[src/rtl/pe_line_sad.sv]
// Eight-PE row of a block-matching SAD engine: reference pixels shift through an
// 8-deep chain, absolute differences are registered, then summed into result_reg.
module pe_line_sad (
    input  logic        clk,
    input  logic        rst,
    input  logic [7:0]  data_in_cur0,
    input  logic [7:0]  data_in_cur1,
    input  logic [7:0]  data_in_cur2,
    input  logic [7:0]  data_in_cur3,
    input  logic [7:0]  data_in_cur4,
    input  logic [7:0]  data_in_cur5,
    input  logic [7:0]  data_in_cur6,
    input  logic [7:0]  data_in_cur7,
    input  logic [7:0]  data_in_ref,
    output logic [10:0] result_reg
);

    logic [7:0] sr  [8];
    logic [7:0] ad  [8];
    logic [7:0] cur [8];
    logic [7:0] ad_next [8];

    assign cur[0] = data_in_cur0;
    assign cur[1] = data_in_cur1;
    assign cur[2] = data_in_cur2;
    assign cur[3] = data_in_cur3;
    assign cur[4] = data_in_cur4;
    assign cur[5] = data_in_cur5;
    assign cur[6] = data_in_cur6;
    assign cur[7] = data_in_cur7;

    always_ff @(posedge clk) begin
        if (rst) begin
            for (int k = 0; k < 8; k++) sr[k] <= 8'd0;
        end else begin
            sr[0] <= data_in_ref;
            for (int k = 1; k < 8; k++) sr[k] <= sr[k-1];
        end
    end

    // PE i sees sr[7-i], so PE0 holds the oldest sample and the window order matches cur0..cur7
    always_comb begin
        for (int i = 0; i < 8; i++) begin
            ad_next[i] = 8'd0;
            if (cur[i] >= sr[7-i]) ad_next[i] = cur[i] - sr[7-i];
            else                   ad_next[i] = sr[7-i] - cur[i];
        end
    end

    always_ff @(posedge clk) begin
        if (rst) begin
            for (int i = 0; i < 8; i++) ad[i] <= 8'd0;
        end else begin
            for (int i = 0; i < 8; i++) ad[i] <= ad_next[i];
        end
    end

    logic [8:0]  sum_l1 [4];
    logic [9:0]  sum_l2 [2];
    logic [10:0] sum_l3;

    // 8 x 255 = 2040 fits in 11 bits, so the tree never overflows
    always_comb begin
        for (int j = 0; j < 4; j++) sum_l1[j] = {1'b0, ad[2*j]} + {1'b0, ad[2*j+1]};
        for (int j = 0; j < 2; j++) sum_l2[j] = {1'b0, sum_l1[2*j]} + {1'b0, sum_l1[2*j+1]};
        sum_l3 = {1'b0, sum_l2[0]} + {1'b0, sum_l2[1]};
    end

    always_ff @(posedge clk) begin
        if (rst) result_reg <= 11'd0;
        else     result_reg <= sum_l3;
    end

endmodule

[config.mk]
export PLATFORM = sky130hd
export DESIGN_NAME = pe_line_sad
export DESIGN_NICKNAME = d
export VERILOG_FILES = /design/src/rtl/pe_line_sad.sv
export SDC_FILE = /design/constraint.sdc
export NUM_CORES = 1
export LEC_CHECK = 0
export ABC_AREA = 1
export ABC_CLOCK_PERIOD_IN_PS = 3900
export CORE_MARGIN = 10
export CORE_UTILIZATION = 56
export CTS_BUF_LIST = sky130_fd_sc_hd__clkbuf_2 sky130_fd_sc_hd__clkbuf_4 sky130_fd_sc_hd__clkbuf_8
export CTS_CLUSTER_DIAMETER = 120
export CTS_CLUSTER_SIZE = 10
export DETAILED_ROUTE_END_ITERATION = 10
export GPL_ROUTABILITY_DRIVEN = 0
export PLACE_DENSITY = 0.8
export SYNTH_ARGS = -nofsm -noshare
export SYNTH_HDL_FRONTEND = slang
export SYNTH_SLANG_ARGS = --single-unit
[constraint.sdc]
create_clock -name clk -period 3.9 [get_ports clk]
set_clock_uncertainty 0.2 [all_clocks]
set_input_delay 0.585 -clock clk [delete_from_list [all_inputs] [get_ports clk]]
set_output_delay 0.585 -clock clk [all_outputs]
set_load 0.005 [all_outputs]
[Word-level counts from Yosys, hierarchy flattened]
Memories as Yosys holds them, arrays and structs flattened.
Index checks and enable logic that the tools add are counted.
Operators by class
  add/subtract/negate cells: 23
  multipliers: 0
  div/mod/pow operators: 0
  magnitude comparators: 8
  equal/unequal tests: 0
  shift-type cells: 0
  mux-type cells: 27
  bitwise operators: 16
  reductions and logical operators: 0
Operator list (number)
  2-to-1 mux 8 bit: 24
  subtractor 8 bit: 16
  >= comparator 8 bit: 8
  adder 8 x 8 -> 9 bit: 4
  adder 9 x 9 -> 10 bit: 2
  bitwise OR 1 bit: 16
  adder 10 x 10 -> 11 bit: 1
  2-to-1 mux 1 bit: 3
Word-level totals
  flip-flop bits (word level): 11
  latch bits: 0
  bits in writable memories: 128
  ROM bits: 0
  input port bits: 74
  output and inout port bits: 11
  logic and storage cells: 77
  memories: 2
Memory list
  ad: depth 8, width 8, rd ports 8, clocked after Yosys merged registers in 0, write ports 8, RTL line 19  | logic [7:0] ad [8];
  sr: depth 8, width 8, rd ports 8, clocked after Yosys merged registers in 0, write ports 8, RTL line 18  | logic [7:0] sr [8];

[Longest topological paths before layout]
Gate-level depths: netlist (run 1).
  word-level depth: 3
  depth in mapped cells: 17
  depth with buffers taken out: 17

[Worst setup path before layout (run 1)]
OpenSTA, ideal clock, no wires.
  path type: register to register
  start: mem ad[3][2] (netlist: ad[0][26])
  end: reg result_reg[8]
  setup time: 64 ps
  arrival: 3490 ps
  required time: 3636 ps
  setup slack: 146 ps
  stages on the path, launching flop included: 18
  path buffers: 0
  clock period less this slack: 3754 ps
  cell sequence: dfxtp_1 -> inv_1 -> fa_1 -> inv_1 -> fa_1 -> fa_1 -> inv_1 -> fa_1 -> inv_1 -> ha_1 -> fa_1 -> nand3_1 -> nand2_1 -> nand3_1 -> nand2_1 -> nand2_1 -> nand2_1 -> nor2_1
RTL lines
  start, declared: RTL line 19
  end signal, assigned: RTL line 71  | else result_reg <= sum_l3;
  end, declared: RTL line 15  | output logic [10:0] result_reg

==> run_results.csv, run 1 <==
group,metric,value,unit
synth,synthDominantAreaCellType,"sky130_fd_sc_hd__dfxtp_1",
die,effective_utilization_at_floorplan,56.76,%
synth,postSynthNetCount,2013,
worst_setup_path,slowest_stage,"sky130_fd_sc_hd__fa_1",
route,route.antenna.remaining_nets,0,
cells_and_area,utilization,63.76,%
cells_and_area,final_cells,2096,
power,powerDensity,444.1,nW/um2
synth,seq_area_frac_synth,23.32,%
synth,synth_most_common_cell,"sky130_fd_sc_hd__inv_1",
clock_tree,cts_htree_levels,4,
global_routing,grt_first_pass_wirelength,48240,um
placement,placedCellCount,2065,
cells_and_area,n_antenna_cell,0,
die,dieArea,27550,um2
synth,post-synth-top-area-fraction,23.32,%
synth,synth_edf_count,0,
worst_setup_path,reg2regPathDepth,17,
worst_setup_path,crit-reg2reg-launch,"ad[0][18]",
job,drv.max_cap_violation_count,0,
worst_setup_path,crit-reg2reg-capture,"result_reg[8]",
placement,port_buffers,84,
min_path,worstHoldPathType,"flop to flop",
power,p_leak,7.194,nW
synth,netlist_top_cells_area,"sky130_fd_sc_hd__dfxtp_1 (23%), sky130_fd_sc_hd__inv_1 (14%), sky130_fd_sc_hd__ha_1 (14%), sky130_fd_sc_hd__nand2_1 (13%), sky130_fd_sc_hd__fa_1 (11%)",
route,drt_drc_violations_left,0,
global_routing,globalRouteTotalUtil,20.69,%
timing,layout_min_cycle_time,3.892,ns
clock_tree,cts_hold_bufs,0,
min_path,hold_depth,2,
min_path,min_to,"sr[1][31]",
worst_setup_path,worstPathRequired,4.10,ns
run_status,outcome,"finished clean",
clock_tree,cts_made_buffers,17,
global_routing,largest_net_degree_at_the_start_of_global_routing,53,
timing,worstMarginPinSlew,0.7448,ns
worst_setup_path,critical_path.max_stage_delay,0.55,ns
synth,main_combinational_cell_family_by_area_after_synthesis,"simple AND/OR/NAND/NOR gates",
synth,synth.lib_cells_used.distinct,31,
global_routing,number_of_antenna_violations_at_the_first_check_in_global_routing,0,
worst_setup_path,timing.critical_path.to_type,"flop",
clock_tree,max-clock-path-buffers,2,
worst_setup_path,regToRegSetupSlack,0.008,ns
global_routing,grt_overflow,0,
route,wire_per_inst,13.88,um
synth,async_flop_share,0,%
worst_setup_path,crit_path_start_kind,"flop",
placement,hpwl,23280,um
synth,post_synth_adder_cell_area,24.31,%
synth,complex_gate_fraction_of_the_synthesized_area,5.704,%
clock_tree,cts.reportedPaths.clkPinSlew,0.09,ns
route,drt_pre_antenna_iters,5,
synth,postSynthAreaPerCell,6.838,um2
timing,final.hold.worst_slack,0.2490,ns
timing,max_clock_freq,256.9,MHz
clock_tree,clock-root-buffer,"sky130_fd_sc_hd__clkbuf_8",
power,worst_ir_drop_vdd,0.4207,mV
power,finalPower,5.953,mW
worst_setup_path,timing.setup.critical_path_class,"flop to flop",
cells_and_area,final_nets,2078,
worst_setup_path,crit_chain,"inv_2 -> fa_1 -> inv_2 -> fa_1 -> fa_1 -> inv_2 -> fa_1 -> inv_2 -> ha_4 -> fa_2 -> nand3_2 -> nand2_2 -> nand3_2 -> nand2_2 -> nand2_2 -> nand2_1 -> nor2_1",
clock_tree,clock_tree_from_tritoncts,"built",
die,io-pin-count,85,
clock_tree,clk_latency,0.46,ns
timing,fin_crit_sh,99.79,%
route,drt_iter0_drc,753,
route,wl,29090,um
timing,relSlewSlack,50.27,%
timing,grt_setup_unrepaired,"true",
synth,cell_area_after_synthesis,11930,um2
die,floorplan.die.width,166.0,um
synth,ys_seq_elements,139,
cells_and_area,area_growth,12.32,%
synth,synth.cells.most_frequent,"sky130_fd_sc_hd__inv_1 (445), sky130_fd_sc_hd__nand2_1 (408), sky130_fd_sc_hd__nor2_1 (158)",
synth,synth-main-ff-cell,"sky130_fd_sc_hd__dfxtp_1",
clock_tree,clock_sink_count,139,
synth,fraction_of_synthesized_area_in_multiplexers,0,%
synth,synth-simple-area-share,27.34,%
global_routing,number_of_global_route_vias_before_repair,10510,
synth,synthXorXnorAreaFrac,3.523,%
die,placement_rows,53,
synth,syn-instance-count,1745,
die,fp.dieH,166.0,um
cells_and_area,final_layout_size_suffix_gt1_share,5.437,%
worst_setup_path,path_max_fanout,3,
timing,setup_viol_count_final,0,
die,core-area,21020,um2
synth,synth-warning-count,0,
timing,drv_slew,0,
route,detail_route.vias_per_cell,5.087,
route,detailroute.via_count,10660,
worst_setup_path,timing.critical_path.arrival,4.09,ns
min_path,min-delay-start,"sr[1][23]",
timing,finalHoldViolCount,0,
layout by cell type, fill, tap and decap left out, types with 5 or more instances in the layout:
cell / count
sky130_fd_sc_hd__xnor2_1: 24
sky130_fd_sc_hd__clkbuf_8: 18
sky130_fd_sc_hd__fa_1: 62
sky130_fd_sc_hd__nand2_1: 405
sky130_fd_sc_hd__inv_2: 5
sky130_fd_sc_hd__clkdlybuf4s50_1: 83
sky130_fd_sc_hd__dfxtp_1: 137
sky130_fd_sc_hd__xor2_1: 24
sky130_fd_sc_hd__nor2_1: 158
sky130_fd_sc_hd__o21ai_0: 26
sky130_fd_sc_hd__nor2_4: 7
sky130_fd_sc_hd__a21oi_1: 76
sky130_fd_sc_hd__a21oi_2: 5
sky130_fd_sc_hd__a31oi_1: 8
sky130_fd_sc_hd__nor2_2: 6
sky130_fd_sc_hd__o21ai_1: 10
sky130_fd_sc_hd__nand3_2: 17
sky130_fd_sc_hd__ha_1: 126
sky130_fd_sc_hd__nand3_1: 111
sky130_fd_sc_hd__inv_1: 441
sky130_fd_sc_hd__ha_4: 5
sky130_fd_sc_hd__nand4_1: 24
sky130_fd_sc_hd__nand2_2: 9
critical path, delay by kind of cell (launching register included):
family	cells	cell delay (ns)
adder cells (fa/ha/maj)	6	2.63
AND/OR/NAND/NOR	7	0.51
flip-flops	1	0.33
buffers and inverters	4	0.17
where the power goes:
| group | total (mW) | internal, mW | switching [mW] |
|---|---|---|---|
| Clock | 1.20 | 0.586 | 0.610 |
| Combinational | 3.13 | 1.35 | 1.77 |
| Sequential | 1.63 | 1.56 | 0.0651 |
| Total | 5.95 | 3.50 | 2.45 |
through the flow:
step	setup slack, ns	instance area [um2]	setup TNS (ns)
CTS	0.01108	13310	0
detailed placement	-0.07140	12920	-0.1084
global route	-0.1941	13400	-0.4194
global placement	0.01478	12920	0
finish	0.008169	13400	0
floorplan	0.1465	11930	0
area by class of cell:
type	instances	area, um2
sequential	139	2785
multi-input combinational	1119	7350
fill	1829	7619
tap	275	344.1
clock inverter	12	142.6
clock buffer	18	247.7
timing repair buffer	86	853.3
inverter	447	1680
cells by family (layout without fill, tap and decap cells):
logic type,after synthesis,in the layout
flip-flops,139,139
adder cells (fa/ha/maj),194,194
AND/OR/NAND/NOR,748,748
XOR/XNOR,48,48
AO/OA/AOI/OAI,129,129
buffers and inverters,487,563
layer usage:
metal	vias up	routed length, um	track usage (%)	share of wire (%)
met5	-	0	0	0
met4	0	891	7.319	3.1
met3	57	1445	3.360	5.0
met2	328	14480	37.27	50
met1	4947	12280	24.16	42
li1	5330	-	-	-
worst max path at each step:
stage | cells after the start | to | start
floorplan | 17 | result_reg[8] | ad[0][26]
global placement | 17 | result_reg[8] | ad[0][26]
detailed placement | 17 | result_reg[8] | ad[0][26]
CTS | 17 | result_reg[8] | ad[0][26]
global route | 17 | result_reg[8] | ad[0][18]
finish | 17 | result_reg[8] | ad[0][18]
repair_timing:
item | 4_1_cts | 5_1_grt
buffers inserted | 0 | 1
setup endpoints to repair | 2 | 5
gates resized for setup | 1 | 18
pin swaps | 1 | 9
Note: power is estimated with default switching activity, not from simulation.
==> run 2, diff against run 1 <==
--- a/config.mk
+++ b/config.mk
@@ -11,7 +11,6 @@
 export CORE_UTILIZATION = 56
 export CTS_BUF_LIST = sky130_fd_sc_hd__clkbuf_2 sky130_fd_sc_hd__clkbuf_4 sky130_fd_sc_hd__clkbuf_8
 export CTS_CLUSTER_DIAMETER = 120
-export CTS_CLUSTER_SIZE = 10
 export DETAILED_ROUTE_END_ITERATION = 10
 export GPL_ROUTABILITY_DRIVEN = 0
 export PLACE_DENSITY = 0.8
==> results of run 2 <==
The final DEF is identical to that of run 1; final timing and power are the same.
==> variant 1, RTL diff (config.mk and constraints of run 2) <==
Put one more register stage on the output `result_reg`, without a reset. The value now appears one clock later. Comments in the files are not updated.
--- a/src/rtl/pe_line_sad.sv
+++ b/src/rtl/pe_line_sad.sv
@@ -15,4 +15,6 @@
     output logic [10:0] result_reg
 );
+
+    logic [10:0] result_reg_s0;
 
     logic [7:0] sr  [8];
@@ -68,6 +70,10 @@
 
     always_ff @(posedge clk) begin
-        if (rst) result_reg <= 11'd0;
-        else     result_reg <= sum_l3;
+        if (rst) result_reg_s0 <= 11'd0;
+        else     result_reg_s0 <= sum_l3;
+    end
+
+    always_ff @(posedge clk) begin
+        result_reg <= result_reg_s0;
     end
 
Function: changed (Yosys sat finds a counterexample within 4 cycles, from zero or initial values and one cycle with rst high).
==> variant 1 against run 2 <==
  * Worst hold slack worse by 0.12 ns
  * Setup slack better by 0.021 ns
  * Synthesized area up 1.8%
  * Power up 0.88%
  * Sequential cell count up 11
  * Final area up 1.5%
  * Wire length down 1.6%
  * First-iteration DRC count up 0.66%
==> variant 1: results <==
# TYPE chip_impl_metric gauge
chip_impl_info{name="synth_area_leaders",value="sky130_fd_sc_hd__dfxtp_1 (25%), sky130_fd_sc_hd__inv_1 (14%), sky130_fd_sc_hd__ha_1 (13%)"} 1
chip_impl_metric{name="mappedNetlistNets",unit=""} 2029
chip_impl_metric{name="htreeDepth",unit=""} 4
chip_impl_metric{name="cp_data_arrival_time",unit="ns"} 4.02
chip_impl_metric{name="vdd_ir_drop_max",unit="mV"} 0.445
chip_impl_info{name="cts_root_buf",value="sky130_fd_sc_hd__clkbuf_8"} 1
chip_impl_metric{name="pin_count_of_the_biggest_net_entering_global_routing",unit=""} 62
chip_impl_metric{name="clkSlewWorstSetupHoldPaths",unit="ns"} 0.08
chip_impl_metric{name="final.min_clock_period",unit="ns"} 3.87
chip_impl_metric{name="final_nets",unit=""} 2097
chip_impl_metric{name="worst-slew-pin-transition",unit="ns"} 1.12
chip_impl_metric{name="drt_first_pass_iters",unit=""} 6
chip_impl_metric{name="power.leakage",unit="µW"} 0.00736
chip_impl_metric{name="ctsLongestPathBuffers",unit=""} 2
chip_impl_metric{name="async_flop_share",unit=""} 0
chip_impl_metric{name="drt_iter0_drc",unit=""} 758
chip_impl_info{name="postSynth.topFlopCell",value="sky130_fd_sc_hd__dfxtp_1"} 1
chip_impl_metric{name="grt_pass1_vias",unit=""} 10500
chip_impl_metric{name="drt-wirelength-per-cell",unit="µm"} 13.5
chip_impl_info{name="biggestRegsByFlops",value="ad x64, sr x64"} 1
chip_impl_metric{name="power.net_switching",unit="µW"} 2350
chip_impl_metric{name="final_layout_size_suffix_gt1_frac",unit=""} 0.0516
chip_impl_metric{name="buffer_ports.inserted",unit=""} 84
chip_impl_metric{name="grt_first_pass_wirelength",unit="µm"} 47500
chip_impl_metric{name="antenna_cells",unit=""} 0
chip_impl_metric{name="synthesis.yosys.warnings",unit=""} 0
chip_impl_metric{name="hpwlAfterDp",unit="µm"} 22900
chip_impl_metric{name="dpl_worst_slack",unit="ns"} -0.0590
chip_impl_metric{name="grt_overall_usage",unit=""} 0.201
chip_impl_info{name="synth_commonest_cells",value="sky130_fd_sc_hd__inv_1 (445), sky130_fd_sc_hd__nand2_1 (419), sky130_fd_sc_hd__nor2_1 (161)"} 1
chip_impl_metric{name="postPlaceCellArea",unit="µm²"} 13100
chip_impl_metric{name="netlist-cell-type-count",unit=""} 29
chip_impl_metric{name="yosysSeqAreaShare",unit=""} 0.247
chip_impl_metric{name="dr_total_vias",unit=""} 10600
chip_impl_metric{name="clk-insertion-delay-late",unit="ns"} 0.46
chip_impl_info{name="run_status",value="finished clean"} 1
## variant 1: layout make-up
class	count	area [µm²]
flip-flops and latches	150	3010
clock inverters	12	179
well taps	275	344
inverters	446	1670
repair buffers	90	883
clock buffers	19	249
multi-input cells	1124	7260
fillers	1891	7560
## variant 1: repair_timing
item / 4_1_cts / 5_1_grt
buffers inserted: 1 / 0
pin swaps: 2 / 6
endpoints found under the setup margin: 3 / 6
resized for setup: 2 / 14
hold endpoints to repair: 0 / 0
gates cloned: 0 / 0
## variant 1: critical path: stages, from the launching register on
cell and delay (ns):
sky130_fd_sc_hd__dfxtp_2 0.33, sky130_fd_sc_hd__inv_2 0.04, sky130_fd_sc_hd__fa_1 0.52, sky130_fd_sc_hd__inv_1 0.05
sky130_fd_sc_hd__fa_1 0.51, sky130_fd_sc_hd__fa_1 0.54, sky130_fd_sc_hd__inv_2 0.04, sky130_fd_sc_hd__fa_1 0.48
sky130_fd_sc_hd__inv_1 0.05, sky130_fd_sc_hd__ha_2 0.19, sky130_fd_sc_hd__fa_2 0.38, sky130_fd_sc_hd__nand3_2 0.08
sky130_fd_sc_hd__nand2_2 0.07, sky130_fd_sc_hd__buf_4 0.14, sky130_fd_sc_hd__o21a_1 0.16
## variant 1: kinds of logic after synthesis
logic type,synth area share
xor+xnor,0.0346
compound gates,0.0560
simple gates,0.265
buf+inv,0.158
flops,0.247
fa+ha+maj,0.239
## variant 1: path summary, 6_finish.rpt
| check | startpoint | depth (start not counted) | slack, ns | to |
|---|---|---|---|---|
| max | ad[0][26] | 14 | 0.03 | result_reg_s0[6] |
| min | result_reg_s0[3] | 0 | 0.13 | result_reg[3] |
| max reg2reg | ad[0][26] | 14 | 0.03 | result_reg_s0[6] |
| min reg2reg | result_reg_s0[3] | 0 | 0.13 | result_reg[3] |
## variant 1: metrics by stage
stage                util  TNS, ns  std cells  hold slack, ns
floorplan               -        0       1761           0.110
global placement    0.620        0       2084           0.113
detailed placement  0.620   -0.134       2084           0.113
CTS                 0.641        0       2116           0.130
global route        0.643   -0.438       2116           0.145
finish              0.643        0       2116           0.129
## variant 1: metal layers
| metal | vias to the layer above | GRT usage | part of all wire |
|---|---|---|---|
| li1 | 5377 | - | - |
| met1 | 4847 | 0.236 | 0.44 |
| met2 | 311 | 0.362 | 0.50 |
| met3 | 53 | 0.0328 | 0.045 |
| met4 | 0 | 0.0666 | 0.021 |
| met5 | - | 0 | 0 |
## variant 1: power groups by stage
stage                     Clock [µW]  Sequential (µW)  Combinational (µW)
final                           1320             1780                2910
after floorplan                    0             1800                1900
after global placement             0             1820                2540
after CTS                       1330             1780                2730
after detailed placement           0             1820                2650
after global routing            1390             1800                3300
==> variant 2, RTL diff (flow settings as in run 2) <==
Made on the original files. Add an input register stage for `data_in_ref`, without a reset; this delays it by one clock. The other inputs are not delayed to match.
--- a/src/rtl/pe_line_sad.sv
+++ b/src/rtl/pe_line_sad.sv
@@ -15,4 +15,10 @@
     output logic [10:0] result_reg
 );
+
+    logic [7:0] data_in_ref_q;
+
+    always_ff @(posedge clk) begin
+        data_in_ref_q <= data_in_ref;
+    end
 
     logic [7:0] sr  [8];
@@ -34,5 +40,5 @@
             for (int k = 0; k < 8; k++) sr[k] <= 8'd0;
         end else begin
-            sr[0] <= data_in_ref;
+            sr[0] <= data_in_ref_q;
             for (int k = 1; k < 8; k++) sr[k] <= sr[k-1];
         end
Check against the original RTL: not equivalent (a bounded check fails within 4 cycles, from zero or initial values and one cycle with rst high).
==> variant 2 against run 2 <==
  * Sequential cell count increased by 8
  * Power is 4.2% lower
  * Core utilization fell by 0.78 points
  * Final area grew 1.9%
  * Synthesized area grew 2.8%
  * Clock power down 4%
  * Critical path depth unchanged
  * Setup slack improved by 0.036 ns
  * Wire length down 3.9%
  * Sequential power is 4% higher
  * Sequential share of layout area grew 0.77 points
  * Critical path type unchanged
==> variant 2: results <==
# TYPE chip_impl_metric gauge
chip_impl_info{name="run_status",value="finished clean"} 1
chip_impl_metric{name="length_of_routed_met3_wiring",unit="µm"} 1360
chip_impl_metric{name="cts-resized-gates",unit=""} 2
chip_impl_metric{name="met2_wirelength",unit="µm"} 13800
chip_impl_metric{name="postPlaceCellArea",unit="µm²"} 13200
chip_impl_metric{name="num-fill-cells",unit=""} 1909
chip_impl_metric{name="pin_count_of_the_biggest_net_entering_global_routing",unit=""} 60
chip_impl_metric{name="drt-vias-per-instance",unit=""} 4.95
chip_impl_metric{name="seq_area_frac",unit=""} 0.216
chip_impl_metric{name="detail_route.wirelength.met1",unit="µm"} 12200
chip_impl_metric{name="final_layout_size_suffix_gt1_frac",unit=""} 0.0653
chip_impl_metric{name="drt-wirelength-per-cell",unit="µm"} 13.2
chip_impl_metric{name="netlist-cell-type-count",unit=""} 34
chip_impl_metric{name="mappedNetlistNets",unit=""} 2025
chip_impl_metric{name="met3_usage",unit=""} 0.0300
chip_impl_metric{name="grt_first_pass_wirelength",unit="µm"} 47600
chip_impl_metric{name="vdd_ir_drop_max",unit="mV"} 0.442
chip_impl_metric{name="drt_first_pass_iters",unit=""} 7
chip_impl_metric{name="synth_cells",unit=""} 1757
chip_impl_metric{name="power.net_switching",unit="µW"} 2330
chip_impl_metric{name="slew_headroom",unit=""} 0.267
chip_impl_metric{name="hpwlAfterDp",unit="µm"} 22800
chip_impl_metric{name="multi_input_comb_area",unit="µm²"} 7430
chip_impl_metric{name="power.leakage",unit="µW"} 0.00729
chip_impl_metric{name="multiInputCombCellCount",unit=""} 1123
chip_impl_metric{name="cp_data_arrival_time",unit="ns"} 4.05
chip_impl_metric{name="grt_overall_usage",unit=""} 0.200
variant 2: cell types whose count changed after synthesis, sizes merged, moves of 2 or more:
| cell | delta |
|---|---|
| nand4 | +2 |
| buf | +4 |
| dfxtp | +8 |
| nand2 | +5 |
| clkinv | +3 |
| nand3 | -5 |
| clkbuf | -4 |
| inv | -3 |
variant 2: worst max-delay path, stage by stage, from the launching register on:
cell and delay (ns):
sky130_fd_sc_hd__dfxtp_2 0.33, sky130_fd_sc_hd__inv_2 0.03, sky130_fd_sc_hd__fa_1 0.54, sky130_fd_sc_hd__inv_2 0.04
sky130_fd_sc_hd__fa_1 0.50, sky130_fd_sc_hd__fa_1 0.53, sky130_fd_sc_hd__inv_1 0.05, sky130_fd_sc_hd__fa_1 0.47
sky130_fd_sc_hd__inv_1 0.05, sky130_fd_sc_hd__ha_2 0.19, sky130_fd_sc_hd__fa_2 0.36, sky130_fd_sc_hd__nand3_2 0.08
sky130_fd_sc_hd__nand2_2 0.07, sky130_fd_sc_hd__nand3_2 0.07, sky130_fd_sc_hd__nand2_2 0.07, sky130_fd_sc_hd__nand2_2 0.08
sky130_fd_sc_hd__nand2_1 0.05, sky130_fd_sc_hd__nor2_1 0.09
variant 2: path summary, 6_finish.rpt:
path	from	end	slack [ns]	depth (start not counted)
setup / recovery	ad[0][2]	result_reg[8]	0.04	17
hold / removal	data_in_ref_q[6]	sr[0][6]	0.21	2
hold reg to reg	data_in_ref_q[6]	sr[0][6]	0.21	2
setup reg to reg	ad[0][2]	result_reg[8]	0.04	17
variant 2: power by group through the flow:
stage	registers (µW)	logic, µW	clock network (µW)
finish	1700	2850	1150
global route	1720	3310	1230
CTS	1710	2640	1170
detailed placement	1740	2610	0
global placement	1740	2520	0
floorplan	1730	1930	0
